**src/rtl/seg7_pkg.sv**
```systemverilog
// Shared seven-segment constants and the hex-to-segment decode.
package seg7_pkg;

    // All segments off (active-low).
    localparam logic [6:0] SEG_BLANK = 7'h7F;

    // Active-low {a,b,c,d,e,f,g} patterns, indexed by nibble value (entry 15 first).
    localparam logic [15:0][6:0] HEX_TABLE = {
        7'h38,  // F
        7'h30,  // E
        7'h42,  // d
        7'h31,  // C
        7'h60,  // b
        7'h08,  // A
        7'h04,  // 9
        7'h00,  // 8
        7'h0F,  // 7
        7'h20,  // 6
        7'h24,  // 5
        7'h4C,  // 4
        7'h06,  // 3
        7'h12,  // 2
        7'h4F,  // 1
        7'h01   // 0
    };

    function automatic logic [6:0] hex_to_seg(input logic [3:0] nibble);
        return HEX_TABLE[nibble];
    endfunction

endpackage

```
**src/rtl/seg7_hex_decoder.sv**
```systemverilog
// Combinational nibble to active-low segment pattern.
module seg7_hex_decoder
    import seg7_pkg::*;
(
    input  logic [3:0] nibble,
    output logic [6:0] seg_c
);

    // Table lookup only; the caller registers the result.
    always_comb begin
        seg_c = hex_to_seg(nibble);
    end

endmodule

```
**src/rtl/seven_seg_mux_driver.sv**
```systemverilog
// Multiplexed common-anode seven-segment driver with PWM brightness,
// dead time, per-digit dp/blank and frame-synchronous double buffering.
module seven_seg_mux_driver
    import seg7_pkg::*;
#(
    parameter int unsigned NUM_DIGITS = 4,
    parameter int unsigned TICK_DIV   = 50000,
    parameter int unsigned BRIGHT_W   = 3
) (
    input  logic                    clock,
    input  logic                    reset,
    input  logic [4*NUM_DIGITS-1:0] data_in,
    input  logic [NUM_DIGITS-1:0]   dp_in,
    input  logic [NUM_DIGITS-1:0]   blank_in,
    input  logic [BRIGHT_W-1:0]     bright_in,
    input  logic                    load,
    output logic                    pending,
    output logic                    frame_tick,
    output logic [NUM_DIGITS-1:0]   an,
    output logic [6:0]              seg,
    output logic                    dp
);

    localparam int unsigned CYC_W = $clog2(TICK_DIV);
    localparam int unsigned DIG_W = $clog2(NUM_DIGITS);
    localparam logic [BRIGHT_W-1:0] PH_MAX = '1;

    logic [CYC_W-1:0]        cyc;
    logic [BRIGHT_W-1:0]     ph;
    logic [DIG_W-1:0]        dig;

    logic [4*NUM_DIGITS-1:0] data_s, data_q;
    logic [NUM_DIGITS-1:0]   dp_s, dp_q;
    logic [NUM_DIGITS-1:0]   blank_s, blank_q;
    logic [BRIGHT_W-1:0]     bright_s, bright_q;

    logic                    cyc_end_c, slot_end_c, frame_end_c, active_c;
    logic [3:0]              nib_c;
    logic                    dp_sel_c, blank_sel_c;
    logic [6:0]              dec_seg_c;
    logic [NUM_DIGITS-1:0]   an_next_c;

    assign cyc_end_c   = (cyc == CYC_W'(TICK_DIV - 1));
    assign slot_end_c  = cyc_end_c && (ph == PH_MAX);
    assign frame_end_c = slot_end_c && (dig == DIG_W'(NUM_DIGITS - 1));

    // Scan counters: cycle-in-phase, phase-in-slot, digit index.
    always_ff @(posedge clock) begin
        if (reset) begin
            cyc <= '0;
            ph  <= '0;
            dig <= '0;
        end else if (cyc_end_c) begin
            cyc <= '0;
            if (ph == PH_MAX) begin
                ph  <= '0;
                dig <= frame_end_c ? '0 : dig + DIG_W'(1);
            end else begin
                ph <= ph + BRIGHT_W'(1);
            end
        end else begin
            cyc <= cyc + CYC_W'(1);
        end
    end

    // Shadow capture on load; commit to display only at the frame boundary.
    // The commit reads the pre-load shadow, so a load in the boundary cycle stays pending.
    always_ff @(posedge clock) begin
        if (reset) begin
            data_s     <= '0;
            dp_s       <= '0;
            blank_s    <= '0;
            bright_s   <= '0;
            data_q     <= '0;
            dp_q       <= '0;
            blank_q    <= '1;
            bright_q   <= '1;
            pending    <= 1'b0;
            frame_tick <= 1'b0;
        end else begin
            frame_tick <= frame_end_c;
            if (frame_end_c && pending) begin
                data_q   <= data_s;
                dp_q     <= dp_s;
                blank_q  <= blank_s;
                bright_q <= bright_s;
            end
            if (load) begin
                data_s   <= data_in;
                dp_s     <= dp_in;
                blank_s  <= blank_in;
                bright_s <= bright_in;
                pending  <= 1'b1;
            end else if (frame_end_c) begin
                pending <= 1'b0;
            end
        end
    end

    // Select the scanned digit's nibble, dp and blank flags.
    always_comb begin
        nib_c       = '0;
        dp_sel_c    = 1'b0;
        blank_sel_c = 1'b1;
        for (int k = 0; k < int'(NUM_DIGITS); k++) begin
            if (dig == DIG_W'(k)) begin
                nib_c       = data_q[4*k +: 4];
                dp_sel_c    = dp_q[k];
                blank_sel_c = blank_q[k];
            end
        end
    end

    // Digit is lit outside the dead-time cycle, within its PWM window, when not blanked.
    always_comb begin
        active_c  = !((cyc == '0) && (ph == '0)) && (ph <= bright_q) && !blank_sel_c;
        an_next_c = '1;
        for (int k = 0; k < int'(NUM_DIGITS); k++) begin
            if (dig == DIG_W'(k) && active_c) begin
                an_next_c[k] = 1'b0;
            end
        end
    end

    seg7_hex_decoder u_dec (
        .nibble (nib_c),
        .seg_c  (dec_seg_c)
    );

    // Registered pin drivers.
    always_ff @(posedge clock) begin
        if (reset) begin
            an  <= '1;
            seg <= SEG_BLANK;
            dp  <= 1'b1;
        end else begin
            an  <= an_next_c;
            seg <= active_c ? dec_seg_c : SEG_BLANK;
            dp  <= active_c ? !dp_sel_c : 1'b1;
        end
    end

endmodule

```
**config.mk**
```make
export PLATFORM = sky130hd
export DESIGN_NAME = seven_seg_mux_driver
export DESIGN_NICKNAME = d
export VERILOG_FILES = /design/src/rtl/seg7_pkg.sv /design/src/rtl/seg7_hex_decoder.sv /design/src/rtl/seven_seg_mux_driver.sv
export SDC_FILE = /design/constraint.sdc
export NUM_CORES = 1
export LEC_CHECK = 0
export CELL_PAD_IN_SITES_DETAIL_PLACEMENT = 1
export CELL_PAD_IN_SITES_GLOBAL_PLACEMENT = 1
export CORE_MARGIN = 2
export CORE_UTILIZATION = 43
export CTS_CLUSTER_SIZE = 8
export DETAILED_ROUTE_END_ITERATION = 16
export GPL_ROUTABILITY_DRIVEN = 0
export PLACE_DENSITY = 0.78
export SYNTH_ARGS = -nofsm -noshare
export SYNTH_HDL_FRONTEND = slang
export SYNTH_HIERARCHICAL = 1
export SYNTH_SLANG_ARGS = --single-unit
```
**constraint.sdc**
```tcl
create_clock -name clock -period 3.85 [get_ports clock]
set_input_delay 0.385 -clock clock [delete_from_list [all_inputs] [get_ports clock]]
set_output_delay 0.385 -clock clock [all_outputs]
set_load 0.01 [all_outputs]
```
==> results.ini, run 1 <==
[logic_synthesis]
synth_common_cells=dfxtp_1 (89), nor2_1 (66), mux2i_1 (58)
yosys_warnings=6
synth_async_sr_flop_share=0
ys.flop_type=dfxtp_1
syn_inst=449
synth_most_common_cell=dfxtp_1
avgSynthCellArea_um2=9.33
yosysSeqAreaShare=0.425
synth_cell_types=42
synth_fp_nets=498
synth_edf_count=0
ys_ff_latch=89
synth_top_area_frac=0.425
ys_top_cells_by_area=dfxtp_1 (43%), mux2i_1 (14%), nand2b_1 (6.0%)
syn_area_um2=4190
yosys.area.top_type=dfxtp_1

[route]
wl_met2_um=4300
met3WireLength_um=178
ant_nets=0
drc=0
wl_met1_um=4120
drt_iter0_drc=66
detail_route.first_pass.iterations=4
postRouteWirelength_um=8730
vias_per_cell=5.07
num_vias=3128
wl_per_cell_um=14.1
top_layer=met4

[floorplan]
initial_core_util=0.436
rows=36
die_width_um=103
coreArea_um2=9590
die-height_um=103
dieArea_um2=10500
ios=44

[grt]
grt_antenna_before_repair=0
grt_max_degree=61
grt_pass1_vias=3014
grt_usage=0.176
gr-total-overflow=0
grt_pass1_wl_um=14500

[timing]
post-route-period-util=0.835
setup_viol=0
maxSlewViolCount=0
rsz0062_at_grt=no
timing.setup.tns_ns=0
finalHoldViolCount=0
fmax_ghz=0.311
slew_headroom=0.407
fin_skew_ns=0.0130
layout_setup_ws_ns=0.637
period_minus_slack_ns=3.21
worst_pin_slew_ns=0.890

[clocking]
clk_latency_ns=0.36
cts_resized=0
hold_buffers=0
cts_made_buffers=9
cts.root.buffer_cell=clkbuf_8
cts.reportedPaths.clkPinSlew_ns=0.09
cts.path.max_buffers=2
cts_setup_buffers=0
htree_levels=3
cts.sinks=89
cts_tree=built

[layout]
drive_gt1_frac=0.0620
diodes=0
area_growth_pct=15.7
fin_nets=528
utilization=0.505
fillers=1133

[critical_path]
start_kind=register
reg2reg_slack_ns=0.64
worstPathRequired_ns=4.07
reg2reg_from=dig[1]
r2r_cells=11
arrival_ns=3.43
critPathCaptureType=register
critical_path_class=register to register
cp_max_fo=13
r2r_end=seg[3]

[pwr]
peakVddDrop_mv=0.210
p_per_area_nw_per_um2=351
power.leakage_nw=1.75

[min_path]
hold_class=input port to register
worstHoldStart=reset
hold_end=dp_s[1]
hold_depth=2

[place]
place_worst_setup_slack_ns=0.631
hpwl_um=6170
portBuffers=43

[job]
maxCapViolCount=0

[run_status]
outcome=completed

==> layout by cell type, fill, tap and decap left out, types with 2 or more instances in the layout <==
cell,instances
dfxtp_1,89
nor2_1,66
mux2i_1,58
clkdlybuf4s50_1,41
nand2b_1,40
ha_1,19
inv_1,18
nand2_1,17
a21oi_1,17
xnor2_1,12
o21ai_0,11
nand4_1,11
nand3_1,10
clkbuf_8,9
nor4_1,8
nand4b_1,7
nor3_1,6
buf_4,6
nand3b_1,4
o31ai_1,3
a22o_1,3
clkinvlp_4,3
xor2_1,2
buf_2,2
==> critical path: stages (launching register included) <==
cell      delay, ns
dfxtp_1        0.38
inv_1          0.08
ha_1           0.31
nand3b_1       0.21
a21oi_1        0.15
a21oi_1        0.05
o21ai_0        0.60
inv_1          0.22
ha_1           0.34
inv_1          0.06
mux4_1         0.49
nand4b_1       0.17
==> registers in the layout (all words and copies together), names as in the netlist <==
register and flops:
dig 2, data_q 16, pending 1, data_s 16, bright_s 3, blank_q 4, bright_q 3, dp_q 4
dp_s 4, dp 1, blank_s 4, an 4, seg 7, ph 3, cyc 16, frame_tick 1
==> cell families after synthesis <==
kind of cell / share of synthesized area
adders and majority gates: 0.0568
xor gates and xnor gates: 0.0293
buffers and inverters: 0.0580
AOI/OAI and AO/OA: 0.0556
muxes: 0.148
and+or+nand+nor: 0.227
DFF: 0.425
==> per-stage QoR <==
stage / total power, mW / std cells / hold slack [ns] / area (um^2)
finish: 1.70 / 617 / 0.473 / 4840
global placement: 1.08 / 601 / 0.441 / 4650
global route: 1.78 / 617 / 0.490 / 4840
floorplan: 1.04 / 449 / 0.430 / 4190
CTS: 1.73 / 617 / 0.464 / 4840
detailed placement: 1.08 / 601 / 0.457 / 4650
==> final cells by class <==
cell class	count	area [um^2]	share of cell area
multi-input combinational	312	2170	0.448
sequential	89	1780	0.368
timing repair buffer	49	465	0.0961
tap	133	166	0.0344
clock buffer	10	128	0.0263
inverter	18	67.6	0.0139
clock inverter	6	66.3	0.0137
==> how the worst max path moves through the flow <==
stage | start | to | slack [ns] | depth (start not counted)
after global routing | dig[1] | seg[3] | 0.35 | 11
after detailed placement | dig[1] | seg[3] | 0.63 | 11
after global placement | dig[1] | seg[3] | 0.85 | 11
final | dig[1] | seg[3] | 0.64 | 11
after CTS | dig[1] | seg[3] | 0.59 | 11
after floorplan | dig[1] | seg[3] | 0.97 | 12
==> where the power goes <==
| group | leakage, nW | internal [mW] | switching [mW] |
|---|---|---|---|
| clock | 0.0889 | 0.301 | 0.340 |
| sequential | 0.724 | 0.940 | 0.0123 |
| combinational | 0.942 | 0.0579 | 0.0503 |
| total | 1.75 | 1.30 | 0.403 |
==> metal layers <==
layer  global-route usage  vias to the layer above
met2                0.296                       34
met5                    0                        -
met4               0.0646                        0
li1                     -                     1578
met3               0.0285                        9
met1                0.229                     1507
(Power assumes the default switching activity.)
==> inputs of run 2 (changes only) <==
Clock period 3.85 ns to 3 ns, I/O delays scaled along.
==> results.ini, run 2 (same netlist as run 1, synthesis figures left out) <==
[route]
wl_per_cell_um=14.7
detail_route.first_pass.iterations=4
drc=0
vias_per_cell=5.14
drt_iter0_drc=68
postRouteWirelength_um=9150
ant_nets=0
num_vias=3193

[timing]
worst_pin_slew_ns=0.873
timing.setup.tns_ns=0
maxSlewViolCount=0
period_minus_slack_ns=2.79
finalHoldViolCount=0
setup_viol=0
fin_skew_ns=0.0158
post-route-period-util=0.931
rsz0062_at_grt=no
slew_headroom=0.418
fmax_ghz=0.358

[clocking]
cts.sinks=89
cts_tree=built
cts.reportedPaths.clkPinSlew_ns=0.09
cts.root.buffer_cell=clkbuf_8
htree_levels=3
cts_made_buffers=9
cts_resized=0
clk_latency_ns=0.37
cts.path.max_buffers=2
cts_setup_buffers=0
hold_buffers=0

[floorplan]
die-height_um=103
die_width_um=103
rows=36
dieArea_um2=10500
initial_core_util=0.436
coreArea_um2=9590
ios=44

[place]
hpwl_um=6500
portBuffers=43
dp.cells=605

[min_path]
hold_class=input port to register

[critical_path]
arrival_ns=3.03
cp_max_fo=13
worstPathRequired_ns=3.23
start_kind=register
critical_path_class=register to register
critPathCaptureType=register

[layout]
drive_gt1_frac=0.0717
final_cells=621
final_cell_mix=dfxtp_1 (89), nor2_1 (66), mux2i_1 (58)
diodes=0
area_growth_pct=17.7
top_regs=cyc: 16 flops, data_q: 16 flops, data_s: 16 flops
fin_nets=532
final_common_cell=dfxtp_1

[grt]
grt_max_degree=36
grt_pass1_wl_um=14900
gr-total-overflow=0
grt_usage=0.181
grt_antenna_before_repair=0
grt_pass1_vias=3241

[pwr]
power.leakage_nw=1.81
p_per_area_nw_per_um2=484
peakVddDrop_mv=0.240

[run_status]
outcome=completed

[job]
maxCapViolCount=0

[run 2: cell count changes in the layout (fill, tap and decap cells not counted)]
cell	previous run	this run
buf_4	6	10
bufinv_16	1	3
clkbuf_1	1	0
clkinv_2	1	0
clkinvlp_4	3	1
inv_6	1	3
[run 2: path summary, 6_finish.rpt]
path,slack (ns),startpoint,end,cells after the start
max,0.21,dig[1],seg[3],11
min,0.39,reset,data_s[4],2
max reg2reg,0.21,dig[1],seg[3],11
min reg2reg,0.47,cyc[0],cyc[0],1
[run 2: metrics by stage]
step | util | hold slack, ns | area (um^2) | total power, mW | setup slack, ns
after floorplan | - | 0.430 | 4190 | 1.33 | 0.125
after global placement | 0.488 | 0.447 | 4680 | 1.39 | 0.441
after detailed placement | 0.488 | 0.454 | 4680 | 1.39 | 0.238
after CTS | 0.514 | 0.380 | 4930 | 2.41 | 0.188
after global routing | 0.514 | 0.418 | 4930 | 2.49 | 0.0261
final | 0.514 | 0.389 | 4930 | 2.39 | 0.206
[run 2: cell type report]
type	count	area, um^2
Timing Repair Buffer	53	495
Fill cell	1131	4670
Inverter	18	67.6
Multi-Input combinational cell	312	2170
Clock inverter	7	124
Clock buffer	9	124
Tap cell	133	166
Sequential cell	89	1780
[run 2: power by group]
group	switching (mW)	leakage [nW]	total [mW]	internal [mW]
clock	0.461	0.121	1.02	0.562
combinational	0.0655	0.963	0.140	0.0748
sequential	0.0163	0.724	1.22	1.21
[run 2: layer usage]
| layer | part of all wire | routed length, um | vias to the layer above | GRT usage |
|---|---|---|---|---|
| met5 | 0 | 0 | - | 0 |
| met4 | 0.016 | 149 | 0 | 0.0800 |
| met3 | 0.027 | 244 | 12 | 0.0305 |
| met2 | 0.50 | 4590 | 43 | 0.314 |
| met1 | 0.45 | 4160 | 1548 | 0.221 |
| li1 | - | - | 1590 | - |
[run 2: worst max-delay path, cell delays in order (launching register included)]
cell      delay, ns
dfxtp_1        0.39
inv_1          0.08
ha_1           0.32
nand3b_1       0.21
a21oi_1        0.15
a21oi_1        0.06
o21ai_0        0.28
inv_1          0.17
ha_1           0.31
inv_1          0.05
mux4_1         0.47
nand4b_1       0.18
==> inputs of run 3 (changes only) <==
Settings changed: SLEW_MARGIN from default to 40.
==> results.ini, run 3 (same netlist as run 1, synthesis figures left out) <==
[run_status]
outcome=completed

[layout]
area_growth_pct=17.7
utilization=0.514
top_regs=cyc: 16 flops, data_q: 16 flops, data_s: 16 flops
drive_gt1_frac=0.0717
final_cell_mix=dfxtp_1 (89), nor2_1 (66), mux2i_1 (58)
final_cells=621
fin_nets=532
diodes=0
final_common_cell=dfxtp_1
fillers=1130

[route]
num_vias=3187
ant_nets=0
wl_per_cell_um=14.8
detail_route.first_pass.iterations=4
postRouteWirelength_um=9190
drt_iter0_drc=71
vias_per_cell=5.13
drc=0

[pwr]
p_int_mw=1.84
share_comb_of_total_power=0.059
peakVddDrop_mv=0.240
p_clk_frac=0.429
power_switching_mw=0.543
power_frac_seq=0.512
power.leakage_nw=1.81
swShare=0.227
p_per_area_nw_per_um2=484

[floorplan]
die_width_um=103
coreArea_um2=9590
initial_core_util=0.436
ios=44
die-height_um=103
rows=36
dieArea_um2=10500

[clocking]
cts.reportedPaths.clkPinSlew_ns=0.09
cts_made_buffers=9
cts.root.buffer_cell=clkbuf_8
cts_resized=0
htree_levels=3
clk_latency_ns=0.37
cts_tree=built
cts.sinks=89
cts.path.max_buffers=2
hold_buffers=0
cts_setup_buffers=0

[critical_path]
r2r_cells=11
critical-path-max-stage-delay_ns=0.47
arrival_ns=3.03
critical_path_class=register to register
worstPathRequired_ns=3.23
cp_max_fo=13
cp_slowest_cell=mux4_1
critPathCaptureType=register
cp.buffers_inverters=3
path_cells=inv_1 -> ha_1 -> nand3b_1 -> a21oi_1 -> a21oi_1 -> o21ai_0 -> inv_1 -> ha_1 -> inv_1 -> mux4_1 -> nand4b_1
crit_family=adder cells
cp.depth=11
start_kind=register
crit_top_cell=inv_1

[min_path]
hold_depth=2
hold_class=input port to register

[place]
dp.cells=605
hpwl_um=6500
portBuffers=43

[timing]
fmax_ghz=0.358
setup_viol=0
period_minus_slack_ns=2.79
rsz0062_at_grt=no
slew_headroom=0.473
timing.setup.tns_ns=0
fin_skew_ns=0.0153
worst_pin_slew_ns=0.785
maxSlewViolCount=0
post-route-period-util=0.932
finalHoldViolCount=0

[grt]
grt_pass1_vias=3241
grt_antenna_before_repair=0
grt_usage=0.181
grt_max_degree=36
gr-total-overflow=0
grt_pass1_wl_um=14900

[job]
maxCapViolCount=0

run 3: layout make-up:
cell class | instances | area, um^2 | share of cell area
Clock inverter | 7 | 124 | 0.0251
Multi-Input combinational cell | 312 | 2170 | 0.440
Sequential cell | 89 | 1780 | 0.361
Timing Repair Buffer | 53 | 498 | 0.101
Tap cell | 133 | 166 | 0.0338
Clock buffer | 9 | 124 | 0.0251
Inverter | 18 | 67.6 | 0.0137
run 3: power by group through the flow:
stage	Clock, mW	Combinational [mW]	Sequential, mW
floorplan	0	0.0861	1.25
global placement	0	0.138	1.25
finish	1.02	0.140	1.22
CTS	1.05	0.143	1.22
global route	1.11	0.155	1.23
detailed placement	0	0.142	1.25
run 3: per-stage QoR:
step	power [mW]	hold slack [ns]	setup slack [ns]	instance area, um^2
floorplan	1.33	0.430	0.125	4190
global placement	1.39	0.447	0.441	4680
detailed placement	1.39	0.454	0.238	4680
CTS	2.41	0.380	0.188	4930
global route	2.49	0.418	0.0261	4930
finish	2.39	0.391	0.205	4930
run 3: worst reg2reg max path: cells and delay by family (launching register included):
kind | cells | cell delay (ns)
and+or+nand+nor | 2 | 0.39
AOI/OAI and AO/OA | 3 | 0.49
buffers and inverters | 3 | 0.30
DFF | 1 | 0.39
muxes | 1 | 0.47
adders and majority gates | 2 | 0.63
run 3: worst paths after layout:
check | endpoint | slack [ns] | start
max | seg[3] | 0.21 | dig[1]
min | data_s[4] | 0.39 | reset
max reg2reg | seg[3] | 0.21 | dig[1]
min reg2reg | cyc[0] | 0.47 | cyc[0]
run 3: metal layers:
| layer | GRT usage | share of wire | vias to the layer above | routed length, um |
|---|---|---|---|---|
| met5 | 0 | 0 | - | 0 |
| li1 | - | - | 1593 | - |
| met4 | 0.0800 | 0.016 | 0 | 149 |
| met3 | 0.0305 | 0.022 | 12 | 203 |
| met1 | 0.221 | 0.46 | 1544 | 4220 |
| met2 | 0.314 | 0.50 | 38 | 4610 |
